<file path="src/rtl/islemci_test_uretici.sv">
// Processor-side traffic generator: writes TEST_LEN pattern words, then reads them back one by one and compares.
// Optional watchdog is built in when TEST_ZAMAN_ASIMI_EN is defined.
module islemci_test_uretici #(
  parameter int unsigned TEST_LEN    = 16384,
  parameter logic [31:0] VERI_TABANI = 32'hABCD_0000,
  parameter int unsigned ZAMAN_ASIMI = 1024
) (
  input  logic        clk_i,
  input  logic        rst_i,
  input  logic        baslat_i,
  output logic [31:0] islemci_istek_adres_o,
  output logic [31:0] islemci_istek_veri_o,
  output logic        islemci_istek_gecerli_o,
  output logic        islemci_istek_yaz_o,
  input  logic        islemci_istek_hazir_i,
  input  logic [31:0] islemci_cevap_veri_i,
  input  logic        islemci_cevap_gecerli_i,
  output logic        islemci_cevap_hazir_o,
  output logic        bitti_o,
  output logic        basarili_o,
  output logic [15:0] hata_sayisi_o,
  output logic [31:0] ilk_hata_adres_o,
  output logic        zaman_asimi_o
);

  typedef enum logic [2:0] {BOSTA, YAZ, OKU_ISTEK, OKU_CEVAP, BITTI} durum_t;

  localparam logic [31:0] SON = 32'(TEST_LEN - 1);

  function automatic logic [31:0] desen(input logic [31:0] idx);
    return (VERI_TABANI + idx) & 32'hFFFF_FFFC;
  endfunction

  durum_t      r_durum;
  logic [31:0] r_i;
  logic [31:0] r_adres;
  logic [31:0] r_veri;
  logic        r_gecerli;
  logic        r_yaz;
  logic        r_cevap_hazir;
  logic        r_bitti;
  logic        r_basarili;
  logic [15:0] r_hata;
  logic [31:0] r_ilk_hata;

  logic        w_istek_kabul;
  logic        w_cevap_kabul;
  logic        w_veri_hatali;
  logic [15:0] w_hata_sonraki;
  logic        w_zaman_doldu;

  assign w_istek_kabul  = r_gecerli & islemci_istek_hazir_i;
  assign w_cevap_kabul  = islemci_cevap_gecerli_i & r_cevap_hazir;
  assign w_veri_hatali  = (islemci_cevap_veri_i != desen(r_i));
  assign w_hata_sonraki = (w_veri_hatali && (r_hata != '1)) ? r_hata + 16'd1 : r_hata;

`ifdef TEST_ZAMAN_ASIMI_EN
  logic [31:0] r_sayac;
  logic        r_zaman_asimi;
  logic        w_aktif;
  logic        w_ilerleme;

  assign w_aktif       = (r_durum == YAZ) || (r_durum == OKU_ISTEK) || (r_durum == OKU_CEVAP);
  assign w_ilerleme    = w_istek_kabul | w_cevap_kabul;
  assign w_zaman_doldu = w_aktif && !w_ilerleme && (r_sayac == 32'(ZAMAN_ASIMI - 1));

  // Every state change in an active state coincides with an acceptance, so one reset term covers both.
  always_ff @(posedge clk_i) begin
    if (rst_i || !w_aktif || w_ilerleme) begin
      r_sayac <= '0;
    end else begin
      r_sayac <= r_sayac + 32'd1;
    end
  end

  always_ff @(posedge clk_i) begin
    if (rst_i) begin
      r_zaman_asimi <= 1'b0;
    end else if (w_zaman_doldu) begin
      r_zaman_asimi <= 1'b1;
    end else if (((r_durum == BOSTA) || (r_durum == BITTI)) && baslat_i) begin
      r_zaman_asimi <= 1'b0;
    end
  end

  assign zaman_asimi_o = r_zaman_asimi;
`else
  assign w_zaman_doldu = 1'b0;
  assign zaman_asimi_o = 1'b0;
`endif

  always_ff @(posedge clk_i) begin
    if (rst_i) begin
      r_durum       <= BOSTA;
      r_i           <= '0;
      r_adres       <= '0;
      r_veri        <= '0;
      r_gecerli     <= 1'b0;
      r_yaz         <= 1'b0;
      r_cevap_hazir <= 1'b0;
      r_bitti       <= 1'b0;
      r_basarili    <= 1'b0;
      r_hata        <= '0;
      r_ilk_hata    <= '0;
    end else if (w_zaman_doldu) begin
      r_durum       <= BITTI;
      r_gecerli     <= 1'b0;
      r_cevap_hazir <= 1'b0;
      r_bitti       <= 1'b1;
      r_basarili    <= 1'b0;
    end else begin
      case (r_durum)
        BOSTA, BITTI: begin
          if (baslat_i) begin
            r_i        <= '0;
            r_hata     <= '0;
            r_ilk_hata <= '0;
            r_bitti    <= 1'b0;
            r_basarili <= 1'b0;
            if (TEST_LEN == 0) begin
              r_durum    <= BITTI;
              r_bitti    <= 1'b1;
              r_basarili <= 1'b1;
            end else begin
              r_durum   <= YAZ;
              r_gecerli <= 1'b1;
              r_yaz     <= 1'b1;
              r_adres   <= '0;
              r_veri    <= desen('0);
            end
          end
        end
        YAZ: begin
          if (w_istek_kabul) begin
            if (r_i == SON) begin
              // Last write accepted: the first read is presented immediately, request stays valid.
              r_i     <= '0;
              r_durum <= OKU_ISTEK;
              r_yaz   <= 1'b0;
              r_adres <= '0;
              r_veri  <= '0;
            end else begin
              r_i     <= r_i + 32'd1;
              r_adres <= r_i + 32'd1;
              r_veri  <= desen(r_i + 32'd1);
            end
          end
        end
        OKU_ISTEK: begin
          if (w_istek_kabul) begin
            r_gecerli     <= 1'b0;
            r_cevap_hazir <= 1'b1;
            r_durum       <= OKU_CEVAP;
          end
        end
        OKU_CEVAP: begin
          if (w_cevap_kabul) begin
            r_cevap_hazir <= 1'b0;
            r_hata        <= w_hata_sonraki;
            if (w_veri_hatali && (r_hata == '0)) begin
              r_ilk_hata <= r_i;
            end
            if (r_i == SON) begin
              r_durum    <= BITTI;
              r_bitti    <= 1'b1;
              r_basarili <= (w_hata_sonraki == '0);
            end else begin
              r_i       <= r_i + 32'd1;
              r_adres   <= r_i + 32'd1;
              r_gecerli <= 1'b1;
              r_durum   <= OKU_ISTEK;
            end
          end
        end
        default: begin
          r_durum <= BOSTA;
        end
      endcase
    end
  end

  assign islemci_istek_adres_o   = r_adres;
  assign islemci_istek_veri_o    = r_veri;
  assign islemci_istek_gecerli_o = r_gecerli;
  assign islemci_istek_yaz_o     = r_yaz;
  assign islemci_cevap_hazir_o   = r_cevap_hazir;
  assign bitti_o                 = r_bitti;
  assign basarili_o              = r_basarili;
  assign hata_sayisi_o           = r_hata;
  assign ilk_hata_adres_o        = r_ilk_hata;

endmodule

</file>
<file path="config.mk">
export PLATFORM = sky130hd
export DESIGN_NAME = islemci_test_uretici
export DESIGN_NICKNAME = d
export VERILOG_FILES = /design/src/rtl/islemci_test_uretici.sv
export SDC_FILE = /design/constraint.sdc
export NUM_CORES = 1
export LEC_CHECK = 0
export BUFFER_PORTS_ARGS = -buffer_cell sky130_fd_sc_hd__buf_2
export CAP_MARGIN = 20
export CORE_ASPECT_RATIO = 1.1
export CORE_UTILIZATION = 40
export DETAILED_ROUTE_END_ITERATION = 12
export GPL_TIMING_DRIVEN = 0
export PLACE_DENSITY = 0.69
export SETUP_SLACK_MARGIN = 0.02
export SLEW_MARGIN = 30
export SYNTH_ARGS = -nofsm -noshare
export SYNTH_HDL_FRONTEND = slang
export SYNTH_SLANG_ARGS = --single-unit
</file>
<file path="constraint.sdc">
create_clock -name clk_i -period 5.8 [get_ports clk_i]
set_input_delay 0.58 -clock clk_i [delete_from_list [all_inputs] [get_ports clk_i]]
set_output_delay 0.58 -clock clk_i [all_outputs]
set_load 0.01 [all_outputs]
</file>
==> results_dict.tcl, run 1 <==
set metrics [dict create \
    status "complete, no violations" \
    avgSynthCellArea_um2 7.53 \
    rows 52 \
    cts.sinks 118 \
    finalSetupTns_ps 0 \
    critPathKind "reg2reg" \
    synthAdderAreaFrac_pct 0.988 \
    post-route-period-util_pct 73.1 \
    final_core_util_pct 50.2 \
    drive_gt1_share_pct 18.1 \
    synth_top_family_by_area "simple AND/OR/NAND/NOR gates" \
    postRouteAntennaNets 0 \
    skew_ps 9.14 \
    postCtsHoldBufs 0 \
    core_um2 18500 \
    htreeDepth 4 \
    fill_cells 1878 \
    first_pass_iters 5 \
    synthCells 1009 \
    clk_pin_slew_ps 60 \
    p_seq_share_pct 40.3 \
    hp-class "reg2reg" \
    powerDensity_nw_per_um2 221 \
    drc 0 \
    vdd_drop_max_v 0.000170 \
    insertion_delay_ps 430 \
    initial_core_util_pct 41.1 \
    drt-initial-drc-count 738 \
    place_hpwl_um 21400 \
    synth_area_um2 7600 \
    synth-compound-area-share_pct 23.2 \
    portBuffers 150 \
    power_frac_clock_pct 52.0 \
    via_per_inst 5.92 \
    dieArea_um2 19600 \
    yosysMostFrequentCell "dfxtp_1" \
    holdWs_ps 458 \
    ys_types 70 \
    p_total_mw 2.05 \
    worstSetupEndpointType "register" \
    vias 8495 \
    setup_violations 0 \
    synthFlopType "dfxtp_1" \
    clock.fmax_mhz 236 \
    p_leak_nw 3.66 \
    die_w_um 133 \
    yosys-mux-area-fraction_pct 0.922 \
    cts_resized 0 \
    numCtsBuffers 17 \
    synth_seq_cells 118 \
    diodes 0 \
    synth_seq_area_share_pct 31.1 \
    async_flop_share_pct 0 \
    p_comb_share_pct 7.6 \
    antenna_found_initial 0 \
    tightest_slew_ps 1080 \
    clockBufferDepth 2 \
    arrival_ps 4590 \
    gp_congestion 0.938 \
    timing.final.crit_period_ps 4240 \
    path_max_fanout 10 \
    p_switching_mw 0.512 \
    hold_violations 0 \
    syn2layout_area_growth_pct 22.1 \
    required_ps 6150 \
    boundaryPins 155 \
    synth_edf_count 0 \
    drv_cap 0 \
    yosys.area.top_type "dfxtp_1" \
    rsz0062_at_grt "false" \
    die_y_um 147 \
    max_slew_margin_pct 27.3 \
    avgRoutedWirePerCell_um 19.8 \
    yosysWarnings 0 \
    final_nets 1224 \
    groute.usage.overall_pct 29.0 \
    synth-simple-area-share_pct 29.5 \
    cts_tree "yes" \
    grt_max_degree 17 \
    synthTopCellsByArea "dfxtp_1, a21oi_1, nor2_1" \
    cts-root-buf "clkbuf_16" \
    synthDominantCellAreaShare_pct 31.1 \
    post_cts_buffers 0 \
    first_global_vias 7885 \
    fin_cells 1436 \
    sw_frac_of_total_pct 25.0 \
    internal_power_mw 1.54 \
    wl_um 28400 \
    grt_pass1_wl_um 43500 \
    drv_slew 0 \
    synthXorXnorAreaFrac_pct 8.30 \
    startpoint_type "register" \
    dpl.cell_count 1405 \
    gr-total-overflow 0 \
    netlist_top_cells_count "dfxtp_1, a21oi_1, nor2_1" \
]
power by group through the flow:
stage / Combinational [mW] / Sequential [mW] / Clock (mW)
2_1_floorplan: 0.0870 / 0.847 / 0
3_3_place_gp: 0.153 / 0.845 / 0
3_5_place_dp: 0.154 / 0.845 / 0
4_1_cts: 0.155 / 0.828 / 1.08
5_1_grt: 0.168 / 0.828 / 1.11
6_report: 0.157 / 0.828 / 1.07
critical path, stage by stage (launching register included):
cell      delay, ps
dfxtp_1         440
clkbuf_1        380
inv_1           150
ha_1            340
xor2_1          180
nor4_1          300
nand4_1         140
nor4_1          460
nand3_1         170
o41ai_2         770
a21oi_1         150
a2111o_1        450
a211oi_2        210
layer usage:
layer	GRT usage (%)	share of wire, %
met5	0	0
met3	6.53	9.3
met1	36.5	41
met4	15.2	4.0
met2	45.9	46
final cells by class:
cell class	instances	area, um2	share of cell area [%]
Timing Repair Buffer	151	756	8.15
Buffer	94	394	4.25
Multi-Input combinational cell	783	4810	51.9
Clock inverter	13	159	1.71
Tap cell	243	304	3.28
Inverter	16	60.1	0.648
Sequential cell	118	2360	25.5
Clock buffer	18	429	4.63
cell families after synthesis:
group                    after synthesis
XOR/XNOR                              72
AO/OA/AOI/OAI                        270
flip-flops                           118
other                                  1
multiplexers                           7
AND/OR/NAND/NOR                      425
adder cells (fa/ha/maj)                6
buffers and inverters                110
final timing paths:
check | start | endpoint | slack, ps | cells after the start
worst min-delay path | bitti_o$_SDFFE_PP0P_ | bitti_o$_SDFFE_PP0P_ | 460 | 2
worst min register to register | bitti_o$_SDFFE_PP0P_ | bitti_o$_SDFFE_PP0P_ | 460 | 2
worst max-delay path | islemci_istek_adres_o[16]$_SDFFE_PP0P_ | basarili_o$_SDFFE_PP0P_ | 1560 | 12
worst max register to register | islemci_istek_adres_o[16]$_SDFFE_PP0P_ | basarili_o$_SDFFE_PP0P_ | 1560 | 12
metrics by stage:
stage                     setup WS (ps)  cell area, um2
final                              1560            9280
after global routing               1420            9280
after floorplan                    2330            7610
after detailed placement           1640            8680
after global placement             1620            8660
after CTS                          1610            9270
flip-flops by register name (all words and copies together), names as in the netlist:
name and count:
basarili_o 1, bitti_o 1, hata_sayisi_o 16, ilk_hata_adres_o 32, islemci_cevap_hazir_o 1, islemci_istek_adres_o 32
islemci_istek_gecerli_o 1, islemci_istek_veri_o 30, islemci_istek_yaz_o 1, r_durum 3
cell usage in the layout (no fill, tap or decap), types with 13 or more instances in the layout:
| master | n |
|---|---|
| nand2_1 | 57 |
| xnor2_1 | 41 |
| nand2b_1 | 38 |
| clkbuf_1 | 80 |
| o21ai_0 | 57 |
| nand3b_1 | 13 |
| nor3_1 | 29 |
| a22oi_1 | 29 |
| dfxtp_1 | 118 |
| a21oi_1 | 103 |
| or3_1 | 15 |
| xor2_1 | 31 |
| nor4_1 | 16 |
| clkbuf_16 | 17 |
| buf_2 | 159 |
| nand3_1 | 71 |
| nor2_1 | 101 |
| nand4_1 | 24 |
| inv_1 | 15 |
| a31oi_1 | 13 |
| and3_1 | 15 |
Note: power is estimated with default switching activity, not from simulation.
==> inputs of run 2 (changes only) <==
--- a/config.mk
+++ b/config.mk
@@ -11,7 +11,7 @@
 export CORE_UTILIZATION = 40
 export DETAILED_ROUTE_END_ITERATION = 12
 export GPL_TIMING_DRIVEN = 0
-export PLACE_DENSITY = 0.69
+export PLACE_DENSITY = 0.72
 export SETUP_SLACK_MARGIN = 0.02
 export SLEW_MARGIN = 30
 export SYNTH_ARGS = -nofsm -noshare
==> constraint.sdc (replaced) <==
create_clock -name clk_i -period 3.8 [get_ports clk_i]
set_input_delay 0.38 -clock clk_i [delete_from_list [all_inputs] [get_ports clk_i]]
set_output_delay 0.38 -clock clk_i [all_outputs]
set_load 0.01 [all_outputs]
==> run 2 against run 1 <==
Effect of this change:
- routed wire length is 0.77% higher
- flip-flop and latch count stayed put
- total power rose by 53%
- count of clock-buffer cells in the layout increased by 1
- largest cell class unchanged
- largest power group unchanged
==> results_dict.tcl, run 2 (synthesis gave the netlist of run 1 again) <==
set metrics [dict create \
    status "complete, no violations" \
    grt_max_degree 17 \
    timing.final.crit_period_ps 3660 \
    critPathTopFamily "compound AO/OA/AOI/OAI gates" \
    syn2layout_area_growth_pct 24.1 \
    power_frac_clock_pct 52.1 \
    skew_ps 7.96 \
    p_total_mw 3.15 \
    antenna_found_initial 0 \
    dpl_cell_area_um2 8670 \
    drive_gt1_share_pct 20.8 \
    hold_violations 0 \
    drv_slew 0 \
    sw_frac_of_total_pct 25.8 \
    p_comb_share_pct 7.8 \
    finalSetupTns_ps 0 \
    tightest_slew_ps 1140 \
    drc 0 \
    final_nets 1229 \
    fin_cells 1442 \
    powerDensity_nw_per_um2 334 \
    cpMaxStageDelayCell "a2111o_1" \
    worstSetupEndpointType "register" \
    vias 8649 \
    vdd_drop_max_v 0.000268 \
    initial_core_util_pct 41.1 \
    hp-class "in2reg" \
    drv_cap 0 \
    post-route-period-util_pct 96.4 \
    boundaryPins 155 \
    critPathKind "reg2reg" \
    diodes 0 \
    numCtsBuffers 17 \
    rsz0062_at_grt "false" \
    clk_pin_slew_ps 60 \
    first_global_vias 7988 \
    dpl.cell_count 1404 \
    place_hpwl_um 20800 \
    final_area_um2 9430 \
    portBuffers 150 \
    p_seq_share_pct 40.1 \
    core_um2 18500 \
    postCtsHoldBufs 0 \
    avgRoutedWirePerCell_um 19.8 \
    max_slew_margin_pct 23.6 \
    rows 52 \
    insertion_delay_ps 440 \
    startpoint_type "register" \
    postRouteAntennaNets 0 \
    timing.final.ws_setup_ps 135 \
    via_per_inst 6.00 \
    die_w_um 133 \
    grt_pass1_wl_um 43500 \
    cts-root-buf "clkbuf_16" \
    crit_path_cell_trace "buf_4 -> inv_1 -> ha_1 -> xor2_1 -> nor4_1 -> nand4b_1 -> nor4_4 -> o2111ai_4 -> and2_4 -> buf_6 -> a311o_1 -> a2111o_1 -> a211oi_2" \
    wl_um 28600 \
    fill_cells 1878 \
    regArea_um2 2360 \
    cts.sinks 118 \
    clock.fmax_mhz 273 \
    path_buf_inv 3 \
    cts_tree "yes" \
    multiInputGateArea_um2 4900 \
    gp_congestion 0.998 \
    p_leak_nw 3.75 \
    die_y_um 147 \
    required_ps 4150 \
    setup_violations 0 \
    gr-total-overflow 0 \
    internal_power_mw 2.34 \
    path_max_fanout 10 \
    drt-initial-drc-count 1004 \
    clockBufferDepth 2 \
    mostFrequentLayoutCells "buf_2, dfxtp_1, a21oi_1" \
    p_switching_mw 0.810 \
    first_pass_iters 7 \
    dieArea_um2 19600 \
    layout_commonest_cell "buf_2" \
    dp_slack_ps -368 \
    arrival_ps 4010 \
    slowest_delay_ps 390 \
    groute.usage.overall_pct 28.8 \
    htreeDepth 4 \
]
## run 2: timing repair
action / in CTS / in global routing
gates cloned: 0 / 1
setup buffers: 0 / 5
pin swaps: 2 / 6
endpoints found under the setup margin: 46 / 82
gates resized for setup: 9 / 45
## run 2: stage by stage
stage | utilization (%) | hold slack (ps)
after detailed placement | 46.9 | 448
final | 51.0 | 271
after floorplan | - | 476
after global placement | 46.9 | 445
after CTS | 50.4 | 265
after global routing | 51.0 | 294
## run 2: path summary, 6_finish.rpt
path	startpoint	to	slack, ps	cells past startpoint
max reg2reg	islemci_istek_adres_o[16]$_SDFFE_PP0P_	basarili_o$_SDFFE_PP0P_	140	13
max	islemci_istek_adres_o[16]$_SDFFE_PP0P_	basarili_o$_SDFFE_PP0P_	140	13
min reg2reg	bitti_o$_SDFFE_PP0P_	bitti_o$_SDFFE_PP0P_	460	2
min	baslat_i	r_durum[2]$_SDFFE_PP0P_	270	4
## run 2: layout make-up
class | count | share of cell area (%)
multi-input cells | 784 | 51.9
repair buffers | 155 | 8.36
clock inverters | 13 | 1.58
plain buffers | 94 | 4.44
well taps | 243 | 3.22
flip-flops and latches | 118 | 25.1
inverters | 16 | 0.637
clock buffers | 19 | 4.80
## run 2: routing by layer
layer | global-route usage [%] | vias up | part of all wire [%]
met3 | 7.33 | 89 | 11
met1 | 36.1 | 3995 | 39
met4 | 12.2 | 0 | 3.5
met5 | 0 | - | 0
li1 | - | 4028 | -
met2 | 46.8 | 537 | 47
## run 2: power groups by stage
stage | clock network, mW | registers, mW | logic, mW
floorplan | 0 | 1.29 | 0.133
global placement | 0 | 1.29 | 0.231
detailed placement | 0 | 1.29 | 0.234
CTS | 1.65 | 1.26 | 0.237
global route | 1.71 | 1.26 | 0.262
finish | 1.64 | 1.26 | 0.245
## run 2: worst register-to-register path, stage by stage, from the launching register on
cell and delay, ps:
dfxtp_2 380, buf_4 200, inv_1 100, ha_1 320, xor2_1 180, nor4_1 240, nand4b_1 190, nor4_4 350
o2111ai_4 280, and2_4 250, buf_6 130, a311o_1 360, a2111o_1 390, a211oi_2 220
==> inputs of run 3 (changes only) <==
--- a/config.mk
+++ b/config.mk
@@ -5,13 +5,13 @@
 export SDC_FILE = /design/constraint.sdc
 export NUM_CORES = 1
 export LEC_CHECK = 0
-export BUFFER_PORTS_ARGS = -buffer_cell sky130_fd_sc_hd__buf_2
 export CAP_MARGIN = 20
 export CORE_ASPECT_RATIO = 1.1
 export CORE_UTILIZATION = 40
 export DETAILED_ROUTE_END_ITERATION = 12
+export DONT_BUFFER_PORTS = 1
 export GPL_TIMING_DRIVEN = 0
-export PLACE_DENSITY = 0.72
+export PLACE_DENSITY = 0.64
 export SETUP_SLACK_MARGIN = 0.02
 export SLEW_MARGIN = 30
 export SYNTH_ARGS = -nofsm -noshare
==> run 3 against run 2 <==
Effect of this change:
- first-iteration DRC count is 28% lower
- routed wire length is 2.1% lower
- critical path type unchanged
- clock power is 3% lower
- setup slack worse by 18 ps
- sequential power hardly changed
- largest power group unchanged
- highest routed layer is now met5
- clock skew is 2.0 ps higher
- count of clock-buffer cells in the layout is 2 lower
- hold slack worse by 110 ps
- global-route usage is 0.59 points lower
- critical path depth stayed put
- core utilization is 3.9 points lower
==> results_dict.tcl, run 3 (synthesis gave the netlist of run 1 again) <==
set metrics [dict create \
    status "complete, no violations" \
    cts.sinks 118 \
    min_path_cells 3 \
    cts-root-buf "clkbuf_16" \
    wl_um 28000 \
    vdd_drop_max_v 0.000285 \
    worstSetupEndpointType "register" \
    powerDensity_nw_per_um2 352 \
    gr-total-overflow 0 \
    diodes 0 \
    via_per_inst 6.10 \
    clockBufferDepth 2 \
    p_total_mw 3.07 \
    fin_cells 1298 \
    avgRoutedWirePerCell_um 21.6 \
    final_nets 1085 \
    slowest_delay_ps 400 \
    path_depth 13 \
    cts_tree "yes" \
    drt-initial-drc-count 723 \
    use_met1_pct 33.8 \
    drv_cap 0 \
    path_max_fanout 9 \
    clk_pin_slew_ps 60 \
    place_hpwl_um 20800 \
    htreeDepth 4 \
    dp_slack_ps -472 \
    drc 0 \
    numCtsBuffers 17 \
    use_met3_pct 10.2 \
    first_pass_iters 7 \
    required_ps 4150 \
    postRouteAntennaNets 0 \
    max_slew_margin_pct 42.6 \
    rows 52 \
    dpl.cell_count 1255 \
    rsz0062_at_grt "true" \
    path_buf_inv 3 \
    p_leak_nw 3.03 \
    met2_usage_pct 44.0 \
    groute.usage.overall_pct 28.3 \
    startpoint_type "register" \
    arrival_ps 4030 \
    grt_max_degree 17 \
    antenna_found_initial 1 \
    syn2layout_area_growth_pct 14.6 \
    final_core_util_pct 47.1 \
    post-route-period-util_pct 96.9 \
    portBuffers 0 \
    postCtsHoldBufs 0 \
    critPathKind "reg2reg" \
    mostFrequentLayoutCells "dfxtp_1, a21oi_1, nor2_1" \
    vias 7920 \
    drv_slew 0 \
    tightest_slew_ps 855 \
    clock.fmax_mhz 272 \
    crit_path_cell_trace "buf_2 -> inv_1 -> ha_1 -> xor2_1 -> nor4_1 -> nand4b_1 -> nor4_4 -> o2111ai_4 -> and2_4 -> buf_6 -> a311o_1 -> a2111o_1 -> a211oi_2" \
    die_w_um 133 \
    drive_gt1_share_pct 10.0 \
    first_global_vias 7325 \
    timing.final.ws_setup_ps 118 \
    dieArea_um2 19600 \
    die_y_um 147 \
    layout_commonest_cell "dfxtp_1" \
    critPathTopFamily "compound AO/OA/AOI/OAI gates" \
    busiest_layer "met2" \
    initial_core_util_pct 41.1 \
    skew_ps 9.93 \
    setup_violations 0 \
    boundaryPins 155 \
    hp-class "in2reg" \
    cpMaxStageDelayCell "dfxtp_1" \
    r2r_cells 13 \
    timing.final.crit_period_ps 3680 \
    gp_congestion 0.917 \
    grt_pass1_wl_um 42200 \
    insertion_delay_ps 430 \
    hold_violations 0 \
    core_um2 18500 \
]
## run 3: cell count changes in the layout (fill, tap and decap cells not counted), moves of 2 or more
cell / previous run / this run
buf_4: 10 / 16
clkbuf_8: 2 / 0
clkinv_2: 1 / 4
buf_2: 158 / 9
## run 3: layout make-up
cell class	count	area (um2)
Clock inverter	15	155
Multi-Input combinational cell	783	4890
Timing Repair Buffer	12	87.6
Inverter	16	63.8
Fill cell	1888	9770
Sequential cell	118	2360
Clock buffer	17	425
Tap cell	243	304
Buffer	94	417
## run 3: layer usage
layer / vias up / wire length [um]
met4: 2 / 1190
met5: - / 13
met1: 3716 / 11000
met3: 80 / 3080
met2: 395 / 12700
li1: 3727 / -
## run 3: worst min-delay path, delay by kind of cell
kind	cells	cell delay (ps)
AOI/OAI and AO/OA	1	60
and+or+nand+nor	2	90
## run 3: where the power goes
part	internal, mW	leakage (nW)	switching (mW)
registers	1.25	0.955	0.0210
logic	0.0578	1.79	0.142
clock network	0.965	0.279	0.629
total	2.27	3.03	0.791
## run 3: final timing paths
check | startpoint | end | slack (ps)
min | baslat_i | r_durum[2]$_SDFFE_PP0P_ | 160
min reg2reg | ilk_hata_adres_o[8]$_SDFFE_PP0P_ | ilk_hata_adres_o[8]$_SDFFE_PP0P_ | 510
max reg2reg | islemci_istek_adres_o[17]$_SDFFE_PP0P_ | basarili_o$_SDFFE_PP0P_ | 120
max | islemci_istek_adres_o[17]$_SDFFE_PP0P_ | basarili_o$_SDFFE_PP0P_ | 120
## run 3: metrics by stage
step | area [um2] | hold slack (ps) | TNS (ps)
after floorplan | 7610 | 476 | 0
after global placement | 7910 | 508 | -5790
after detailed placement | 7930 | 507 | -6860
after CTS | 8580 | 152 | 0
after global routing | 8710 | 160 | -2.80
final | 8710 | 157 | 0
## run 3: what timing repair did
action | in CTS | in global routing
pin swaps | 2 | 3
setup buffers | 3 | 8
endpoints found under the setup margin | 52 | 76
resized for setup | 12 | 42
